--- src/rtl/sram_arbiter.sv ---
// sram_arbiter: two-requester single-port SRAM arbiter with bus lock and read-return.
// Ports: clk/n_rst (sync, active-low); req/lock/wen/addr/wdat per requester;
// gnt one-hot grant; rvalid/rdat read return; sram_* drive the synchronous SRAM.
// Optional: define SRAM_ARB_STALL_CNT_EN to add a saturating 16-bit stall_cnt output.
module sram_arbiter #(
  parameter int ADDR_WIDTH = 18,
  parameter int DATA_WIDTH = 32,
  parameter int LOCK_MAX   = 16
) (
  input  logic                    clk,
  input  logic                    n_rst,
  input  logic [1:0]              req,
  input  logic [1:0]              lock,
  input  logic [1:0]              wen,
  input  logic [2*ADDR_WIDTH-1:0] addr,
  input  logic [2*DATA_WIDTH-1:0] wdat,
  output logic [1:0]              gnt,
  output logic [1:0]              rvalid,
  output logic [DATA_WIDTH-1:0]   rdat,
  output logic [ADDR_WIDTH-1:0]   sram_addr,
  output logic                    sram_wen,
  output logic                    sram_ren,
  output logic [DATA_WIDTH-1:0]   sram_wdat,
`ifdef SRAM_ARB_STALL_CNT_EN
  output logic [15:0]             stall_cnt,
`endif
  input  logic [DATA_WIDTH-1:0]   sram_rdat
);
  typedef enum logic [1:0] {ARB, LOCK0, LOCK1} state_t;
  // The grant cycle in ARB is the first locked cycle, so release fires once
  // cnt reaches LOCK_MAX-1 inside the lock state.
  localparam logic [7:0] LIM = 8'(LOCK_MAX - 1);
  state_t     state, nstate;
  logic       last, nlast;
  logic [7:0] cnt, ncnt;
  logic [1:0] rd_q;
  always_comb begin
    gnt    = 2'b00;
    nstate = state;
    nlast  = last;
    ncnt   = cnt;
    case (state)
      ARB: begin
        gnt = req == 2'b11 ? (last ? 2'b01 : 2'b10) : req;
        if (|(gnt & lock)) begin
          nstate = gnt[0] ? LOCK0 : LOCK1;
          ncnt   = 8'd1;
        end
      end
      LOCK0: begin
        gnt  = {1'b0, req[0]};
        ncnt = cnt + 8'd1;
        if (!lock[0] || cnt >= LIM) nstate = ARB;
      end
      LOCK1: begin
        gnt  = {req[1], 1'b0};
        ncnt = cnt + 8'd1;
        if (!lock[1] || cnt >= LIM) nstate = ARB;
      end
      default: nstate = ARB;
    endcase
    if (!n_rst) gnt = 2'b00;
    if (|gnt) nlast = gnt[1];
    // Leaving a lock hands the next tie to the other requester even if the
    // holder dropped req in its final cycle.
    if (state == LOCK0 && nstate == ARB) nlast = 1'b0;
    if (state == LOCK1 && nstate == ARB) nlast = 1'b1;
  end
  assign sram_addr = gnt[1] ? addr[ADDR_WIDTH +: ADDR_WIDTH] : gnt[0] ? addr[0 +: ADDR_WIDTH] : '0;
  assign sram_wdat = gnt[1] ? wdat[DATA_WIDTH +: DATA_WIDTH] : gnt[0] ? wdat[0 +: DATA_WIDTH] : '0;
  assign sram_wen  = |(gnt & wen);
  assign sram_ren  = |(gnt & ~wen);
  assign rvalid    = rd_q;
  assign rdat      = |rd_q ? sram_rdat : '0;
  always_ff @(posedge clk) begin
    if (!n_rst) begin
      state <= ARB;
      last  <= 1'b1;
      cnt   <= 8'd0;
      rd_q  <= 2'b00;
    end else begin
      state <= nstate;
      last  <= nlast;
      cnt   <= ncnt;
      rd_q  <= gnt & ~wen;
    end
  end
`ifdef SRAM_ARB_STALL_CNT_EN
  always_ff @(posedge clk) begin
    if (!n_rst) stall_cnt <= 16'd0;
    else if (|(req & ~gnt) && stall_cnt != 16'hFFFF) stall_cnt <= stall_cnt + 16'd1;
  end
`endif
endmodule

--- config.mk ---
export PLATFORM = sky130hd
export DESIGN_NAME = sram_arbiter
export DESIGN_NICKNAME = d
export VERILOG_FILES = /design/src/rtl/sram_arbiter.sv
export SDC_FILE = /design/constraint.sdc
export NUM_CORES = 1
export LEC_CHECK = 0
export ABC_CLOCK_PERIOD_IN_PS = 2770
export BUFFER_PORTS_ARGS = -buffer_cell sky130_fd_sc_hd__buf_2
export CORE_AREA = 2 2 88 90
export CTS_CLUSTER_SIZE = 8
export DETAILED_ROUTE_END_ITERATION = 10
export DIE_AREA = 0 0 90 92
export HOLD_SLACK_MARGIN = 0.03
export PLACE_DENSITY = 0.56
export RECOVER_POWER = 100
export SLEW_MARGIN = 20
export SYNTH_ARGS = -nofsm -noshare
export SYNTH_HDL_FRONTEND = slang
export SYNTH_SLANG_ARGS = --single-unit
export TNS_END_PERCENT = 20
--- constraint.sdc ---
create_clock -name clk -period 2.77 [get_ports clk]
set_input_delay 0.554 -clock clk [delete_from_list [all_inputs] [get_ports clk]]
set_output_delay 0.554 -clock clk [all_outputs]
set_load 0.02 [all_outputs]
==> impl_metrics.py, run 1 <==
metrics = {
    "placed_design": {
        "numPortBuffers": 227,
        "dp.cells": 511,
        "place_ws_ps": 207.5,
        "gp_congestion": 0.8219,
        "dp_hpwl_mm": 7.404,
    },
    "synthesis": {
        "synth_area_um2": 1518,
        "syn_avg_cell_area_um2": 7.946,
        "synth_seq_cells": 13,
        "synth-edff-count": 0,
        "async_flop_share_pct": 0,
        "syn-num-nets": 336,
        "postSynthCellCount": 191,
        "ys_types": 38,
        "synth-main-ff-cell": "dfxtp_1",
        "seq_area_frac_synth_pct": 17.15,
        "yosys_warnings": 0,
    },
    "sta": {
        "worst_pin_slew_ps": 444.7,
        "timing.final.ws_setup_ps": 84.29,
        "slew_violations": 0,
        "hold_ws_ps": 494.4,
        "fmax_mhz": 372.3,
        "maxSlewHeadroom_pct": 70.16,
        "finalHoldViolations": 0,
        "fin_crit_sh_pct": 96.96,
        "setup_violations": 0,
        "period_minus_slack_ps": 2686,
        "skew_ps": 5.249,
    },
    "critical_path": {
        "cp-end-kind": "primary output",
        "rr_startpoint": "state[1]$_SDFF_PN0_",
        "crit_required_ps": 2220,
        "crit_type": "reg2out",
        "worst_ep_arrival_time_ps": 2130,
        "cp-startpoint": "state[1]$_SDFF_PN0_",
        "max_stage_delay_ps": 380,
        "cp-start-kind": "flip-flop",
        "cp_slowest_cell": "dfxtp_1",
        "critPathMaxFanout": 23,
        "path_cells": "inv_2 -> ha_4 -> a21boi_0 -> o21ai_1 -> buf_4 -> nor2_4 -> buf_12 -> buf_16 -> a22o_1 -> buf_2",
    },
    "route": {
        "drt-pass1-iter-count": 4,
        "drcViolationCount": 0,
        "wire_per_inst_um": 16.61,
        "routed_via_density": 4.573,
        "ant_nets": 0,
        "first_iter_violations": 80,
        "vias": 2378,
        "totalWireLength_mm": 8.635,
    },
    "floorplan": {
        "ios": 228,
        "die_area_um2": 8280,
        "die_w_um": 90,
        "rows": 32,
        "coreArea_um2": 7447,
        "start_util_pct": 20.38,
        "dieHeight_um": 92,
    },
    "layout": {
        "drive_gt1_share_pct": 61.48,
        "diodes": 0,
        "final_common_cell": "buf_2",
        "utilization_pct": 39.30,
        "stdcell_count": 520,
        "final_cell_mix": "225 x buf_2, 51 x a22o_1, 35 x nor2b_1, 12 x dfxtp_1, 9 x nor2_1",
        "nets": 564,
        "syn_to_final_growth_pct": 92.83,
        "fill_cells": 784,
    },
    "pwr": {
        "power_density_nw_per_um2": 340.6,
        "p_leak_nw": 1.649,
        "irDropWorstVdd_v": 0.0002664,
        "total_power_mw": 0.9968,
    },
    "clock_tree": {
        "cts_made_buffers": 3,
        "clock-root-buffer": "clkbuf_8",
        "postCtsHoldBufs": 0,
        "cts_tree": "yes",
        "htree_levels": 1,
        "clock-sinks": 13,
        "clk_latency_ps": 250,
        "clockBufferDepth": 2,
        "path_clk_slew_ps": 60,
    },
    "run_status": {
        "outcome": "finished, final reports clean",
    },
    "global_routing": {
        "grt_pass1_vias": 2158,
        "grt_pass1_wl_mm": 12.26,
        "grt.total_usage_pct": 19.11,
        "grt_overflow": 0,
        "grt_max_degree": 46,
        "antenna_found_initial": 1,
    },
    "worst_hold_path": {
        "hp-class": "reg2reg",
        "hold_start": "cnt[7]$_SDFFE_PN0P_",
    },
    "run": {
        "cap_violations": 0,
    },
}
==> synth_stat cells (all sizes together) (2+ instances only) <==
| cell type | count | area, um^2 |
|---|---|---|
| a22o | 51 | 446.7 |
| nor2b | 35 | 219.0 |
| dfxtp | 13 | 260.3 |
| buf | 12 | 60.06 |
| nor2 | 11 | 41.29 |
| o21ai | 6 | 30.03 |
| a21oi | 5 | 25.02 |
| ha | 5 | 62.56 |
| nand2 | 5 | 18.77 |
| xor2 | 5 | 43.79 |
| clkbuf | 4 | 15.01 |
| inv | 4 | 15.01 |
| nand4 | 4 | 25.02 |
| and2 | 3 | 18.77 |
| or3 | 3 | 18.77 |
| a211oi | 2 | 20.02 |
| a311oi | 2 | 23.77 |
| and3 | 2 | 13.77 |
| nand2b | 2 | 12.51 |
| nand3 | 2 | 10.01 |
| or2 | 2 | 12.51 |
==> logic make-up (layout without fill, tap and decap cells) <==
kind of cell	Yosys count	in the layout	synth area share, %
AO/OA/AOI/OAI	75	75	41.63
XOR/XNOR	5	5	2.885
adder cells (fa/ha/maj)	5	5	4.122
buffers and inverters	20	247	5.935
flip-flops	13	13	17.15
multiplexers	1	1	0.6595
AND/OR/NAND/NOR	72	72	27.62
==> power by group <==
| group | switching (mW) | internal, mW | leakage, nW |
|---|---|---|---|
| Clock | 0.0739 | 0.0995 | 0.0255 |
| Sequential | 0.0101 | 0.196 | 0.106 |
| Combinational | 0.346 | 0.271 | 1.52 |
==> path summary, 6_finish.rpt <==
check / to / slack, ps / cells past startpoint
worst max register to register: last$_SDFFE_PP1P_ / 920 / 9
worst min-delay path: cnt[7]$_SDFFE_PN0P_ / 490 / 2
worst min register to register: cnt[7]$_SDFFE_PN0P_ / 490 / 2
worst max-delay path: sram_wdat[16] / 80 / 10
==> final cells by class <==
| cell class | instances | area (um^2) | share of cell area (%) |
|---|---|---|---|
| well taps | 102 | 127.6 | 4.361 |
| flip-flops and latches | 13 | 261.5 | 8.935 |
| inverters | 4 | 15.01 | 0.5130 |
| clock inverters | 1 | 5.005 | 0.1710 |
| multi-input cells | 158 | 1195 | 40.83 |
| clock buffers | 3 | 41.29 | 1.411 |
| repair buffers | 239 | 1281 | 43.78 |
==> state kept, by name, indices dropped and copies added (netlist names) <==
signal and cells:
cnt 8, state 2, last 1, rvalid 2
==> worst max-delay path: cells and delay by family (launching register included) <==
kind	cells	cell delay (ps)
buffers and inverters	5	680
AOI/OAI and AO/OA	3	590
DFF	1	380
adders and majority gates	1	180
and+or+nand+nor	1	50
==> per-layer routing <==
| layer | global-route usage, % | up-vias | wire length, um | share of wire (%) |
|---|---|---|---|---|
| met5 | 0 | - | 13 | 0.15 |
| met4 | 1.538 | 2 | 49 | 0.57 |
| li1 | - | 1175 | - | - |
| met3 | 5.259 | 6 | 796 | 9.2 |
| met1 | 27.36 | 1076 | 4035 | 47 |
| met2 | 29.76 | 119 | 3740 | 43 |
==> repair_timing <==
item                                    4_1_cts  5_1_grt
endpoints found under the setup margin       18       44
pin swaps                                     2        1
resized for setup                             3        5
gates cloned                                  1        0
setup buffers                                 3        1
==> metrics by stage <==
stage,setup TNS [ps],instance area (um^2)
floorplan,0,1518
global placement,0,2795
detailed placement,0,2795
CTS,0,2908
global route,-111.4,2927
finish,0,2927
(Power assumes the default switching activity.)
==> inputs of run 2 (changes only) <==
--- a/config.mk
+++ b/config.mk
@@ -7,12 +7,12 @@
 export LEC_CHECK = 0
 export ABC_CLOCK_PERIOD_IN_PS = 2770
 export BUFFER_PORTS_ARGS = -buffer_cell sky130_fd_sc_hd__buf_2
-export CORE_AREA = 2 2 88 90
+export CORE_AREA = 4 4 86 88
 export CTS_CLUSTER_SIZE = 8
 export DETAILED_ROUTE_END_ITERATION = 10
 export DIE_AREA = 0 0 90 92
 export HOLD_SLACK_MARGIN = 0.03
-export PLACE_DENSITY = 0.56
+export PLACE_DENSITY = 0.71
 export RECOVER_POWER = 100
 export SLEW_MARGIN = 20
 export SYNTH_ARGS = -nofsm -noshare
==> run 2 against run 1 <==
  * Wire length increased by 14%
  * Global-route usage increased by 1.8 points
  * Largest cell class unchanged
  * Die area stayed put
  * Critical path type unchanged
  * Non-clock buffer count is 2 lower
  * Highest routed layer unchanged
  * Core utilization up 3.0 points
  * Fmax down 0.27%
  * Clock power is essentially flat
  * Combinational power fell by 2%
  * Largest power group unchanged
  * Clock skew down 2.8 ps
  * Critical endpoint is now sram_wdat[9]
  * Sequential share of layout area rose by 0.33 points
  * First-iteration DRC count rose by 80%
==> impl_metrics.py, run 2 (synthesis gave the netlist of run 1 again) <==
metrics = {
    "floorplan": {
        "dieHeight_um": 92,
        "coreArea_um2": 6644,
        "rows": 30,
        "start_util_pct": 22.84,
        "die_area_um2": 8280,
        "die_w_um": 90,
        "ios": 228,
    },
    "clock_tree": {
        "htree_levels": 1,
        "clockBufferDepth": 2,
        "clk_latency_ps": 250,
        "clock-root-buffer": "clkbuf_8",
        "cts_tree": "yes",
        "clock-sinks": 13,
        "cts_made_buffers": 3,
        "path_clk_slew_ps": 60,
    },
    "layout": {
        "largest_reg_flops": 8,
        "top_register": "cnt",
        "fill_cells": 727,
        "syn_to_final_growth_pct": 85.08,
        "final_common_cell": "buf_2",
        "postLayoutCellArea_um2": 2809,
        "final_cell_mix": "149 x buf_2, 51 x a22o_1, 45 x clkbuf_2, 35 x nor2b_1, 34 x clkbuf_1",
        "drive_gt1_share_pct": 52.64,
        "nets": 562,
    },
    "sta": {
        "hold_ws_ps": 484.8,
        "setup_violations": 0,
        "skew_ps": 2.441,
        "slew_violations": 0,
        "setup_tns_ps": 0,
        "fin_crit_sh_pct": 97.22,
        "period_minus_slack_ps": 2693,
        "finalHoldViolations": 0,
        "fmax_mhz": 371.3,
        "grt_setup_unrepaired": "false",
        "worst_pin_slew_ps": 732.9,
        "maxSlewHeadroom_pct": 51.14,
    },
    "critical_path": {
        "worst_ep_arrival_time_ps": 2140,
        "critical_path_buf_inv_count": 2,
        "rr_worst_depth": 7,
        "critPathMaxFanout": 25,
        "cp_top_family": "simple AND/OR/NAND/NOR gates",
        "cp-end-kind": "primary output",
        "crit_required_ps": 2220,
        "crit_type": "reg2out",
        "critical_path_depth": 7,
        "cp_slowest_cell": "dfxtp_1",
        "cp-start-kind": "flip-flop",
        "path_cells": "ha_1 -> nand2b_2 -> nor3b_2 -> and2_4 -> buf_12 -> a22o_1 -> buf_2",
        "max_stage_delay_ps": 340,
    },
    "run": {
        "cap_violations": 0,
    },
    "global_routing": {
        "grt_max_degree": 53,
        "grt.total_usage_pct": 20.94,
        "grt_overflow": 0,
        "antenna_found_initial": 9,
        "grt_pass1_wl_mm": 13.41,
        "grt_pass1_vias": 2350,
    },
    "worst_hold_path": {
        "hp-class": "in2reg",
        "hold_depth": 2,
    },
    "route": {
        "first_iter_violations": 144,
        "wire_per_inst_um": 19.69,
        "ant_nets": 0,
        "drt-pass1-iter-count": 4,
        "totalWireLength_mm": 9.824,
        "drcViolationCount": 0,
        "routed_via_density": 4.928,
        "vias": 2459,
    },
    "pwr": {
        "p_leak_nw": 1.469,
        "power_density_nw_per_um2": 349.8,
        "irDropWorstVdd_v": 0.0001642,
    },
    "placed_design": {
        "gp_congestion": 0.9190,
        "numPortBuffers": 227,
        "dp_hpwl_mm": 8.238,
        "dpl_cell_area_um2": 2753,
    },
    "run_status": {
        "outcome": "finished, final reports clean",
    },
}
## run 2: cell count changes in the layout (fill, tap and decap cells not counted), moves of 3 or more
cell | previous run | this run
clkbuf_2 | 0 | 45
clkbuf_1 | 2 | 34
buf_2 | 225 | 149
diode_2 | 0 | 3
buf_4 | 8 | 4
## run 2: what timing repair did
item / CTS / global route
gates resized for setup: 3 / 5
setup endpoints to repair: 51 / 51
hold buffers: 0 / 0
cloned: 0 / 2
setup buffers: 0 / 3
## run 2: area by class of cell
type                    count  area [um^2]  share of cell area, %
clock buffers               3        41.29                  1.470
multi-input cells         158         1167                  41.56
flip-flops and latches     13        260.3                  9.265
diodes                      3        7.507                 0.2673
clock inverters             1        5.005                 0.1782
repair buffers            237         1212                  43.16
inverters                   4        15.01                 0.5345
well taps                  80        100.1                  3.563
## run 2: power breakdown
part | internal [mW] | leakage [nW] | switching (mW) | total (mW)
clock | 0.0996 | 0.0255 | 0.0725 | 0.172
combinational | 0.252 | 1.34 | 0.352 | 0.604
sequential | 0.196 | 0.106 | 0.0104 | 0.206
## run 2: worst reg2reg max path: cells and delay by family, from the launching register on
family / cells / cell delay [ps]
buffers and inverters: 1 / 110
adders and majority gates: 1 / 250
and+or+nand+nor: 1 / 90
DFF: 1 / 340
AOI/OAI and AO/OA: 3 / 900
muxes: 1 / 230
## run 2: metal layers
metal | vias up | global-route usage [%] | part of all wire [%]
met2 | 163 | 31.74 | 43
met4 | 12 | 2.168 | 0.88
met5 | - | 0 | 1.1
met3 | 23 | 13.86 | 15
li1 | 1175 | - | -
met1 | 1086 | 25.49 | 40
## run 2: path summary, 6_finish.rpt
kind / from / end / slack [ps]
setup / recovery: state[0]$_SDFF_PN0_ / sram_wdat[9] / 80
hold / removal: wen[0] / rvalid[0]$_SDFF_PN0_ / 480
setup reg to reg: state[0]$_SDFF_PN0_ / last$_SDFFE_PP1P_ / 790
hold reg to reg: cnt[7]$_SDFFE_PN0P_ / cnt[7]$_SDFFE_PN0P_ / 510
## run 2: metrics by stage
step | utilization, % | power [mW] | setup slack (ps) | std cells
floorplan | - | 0.5453 | 252.4 | 191
global placement | 41.43 | 0.7887 | 219.5 | 487
detailed placement | 41.43 | 0.7957 | 143.6 | 487
CTS | 42.35 | 0.9742 | 30.55 | 491
global route | 42.20 | 1.043 | 4.285 | 497
finish | 42.28 | 0.9826 | 77.03 | 499
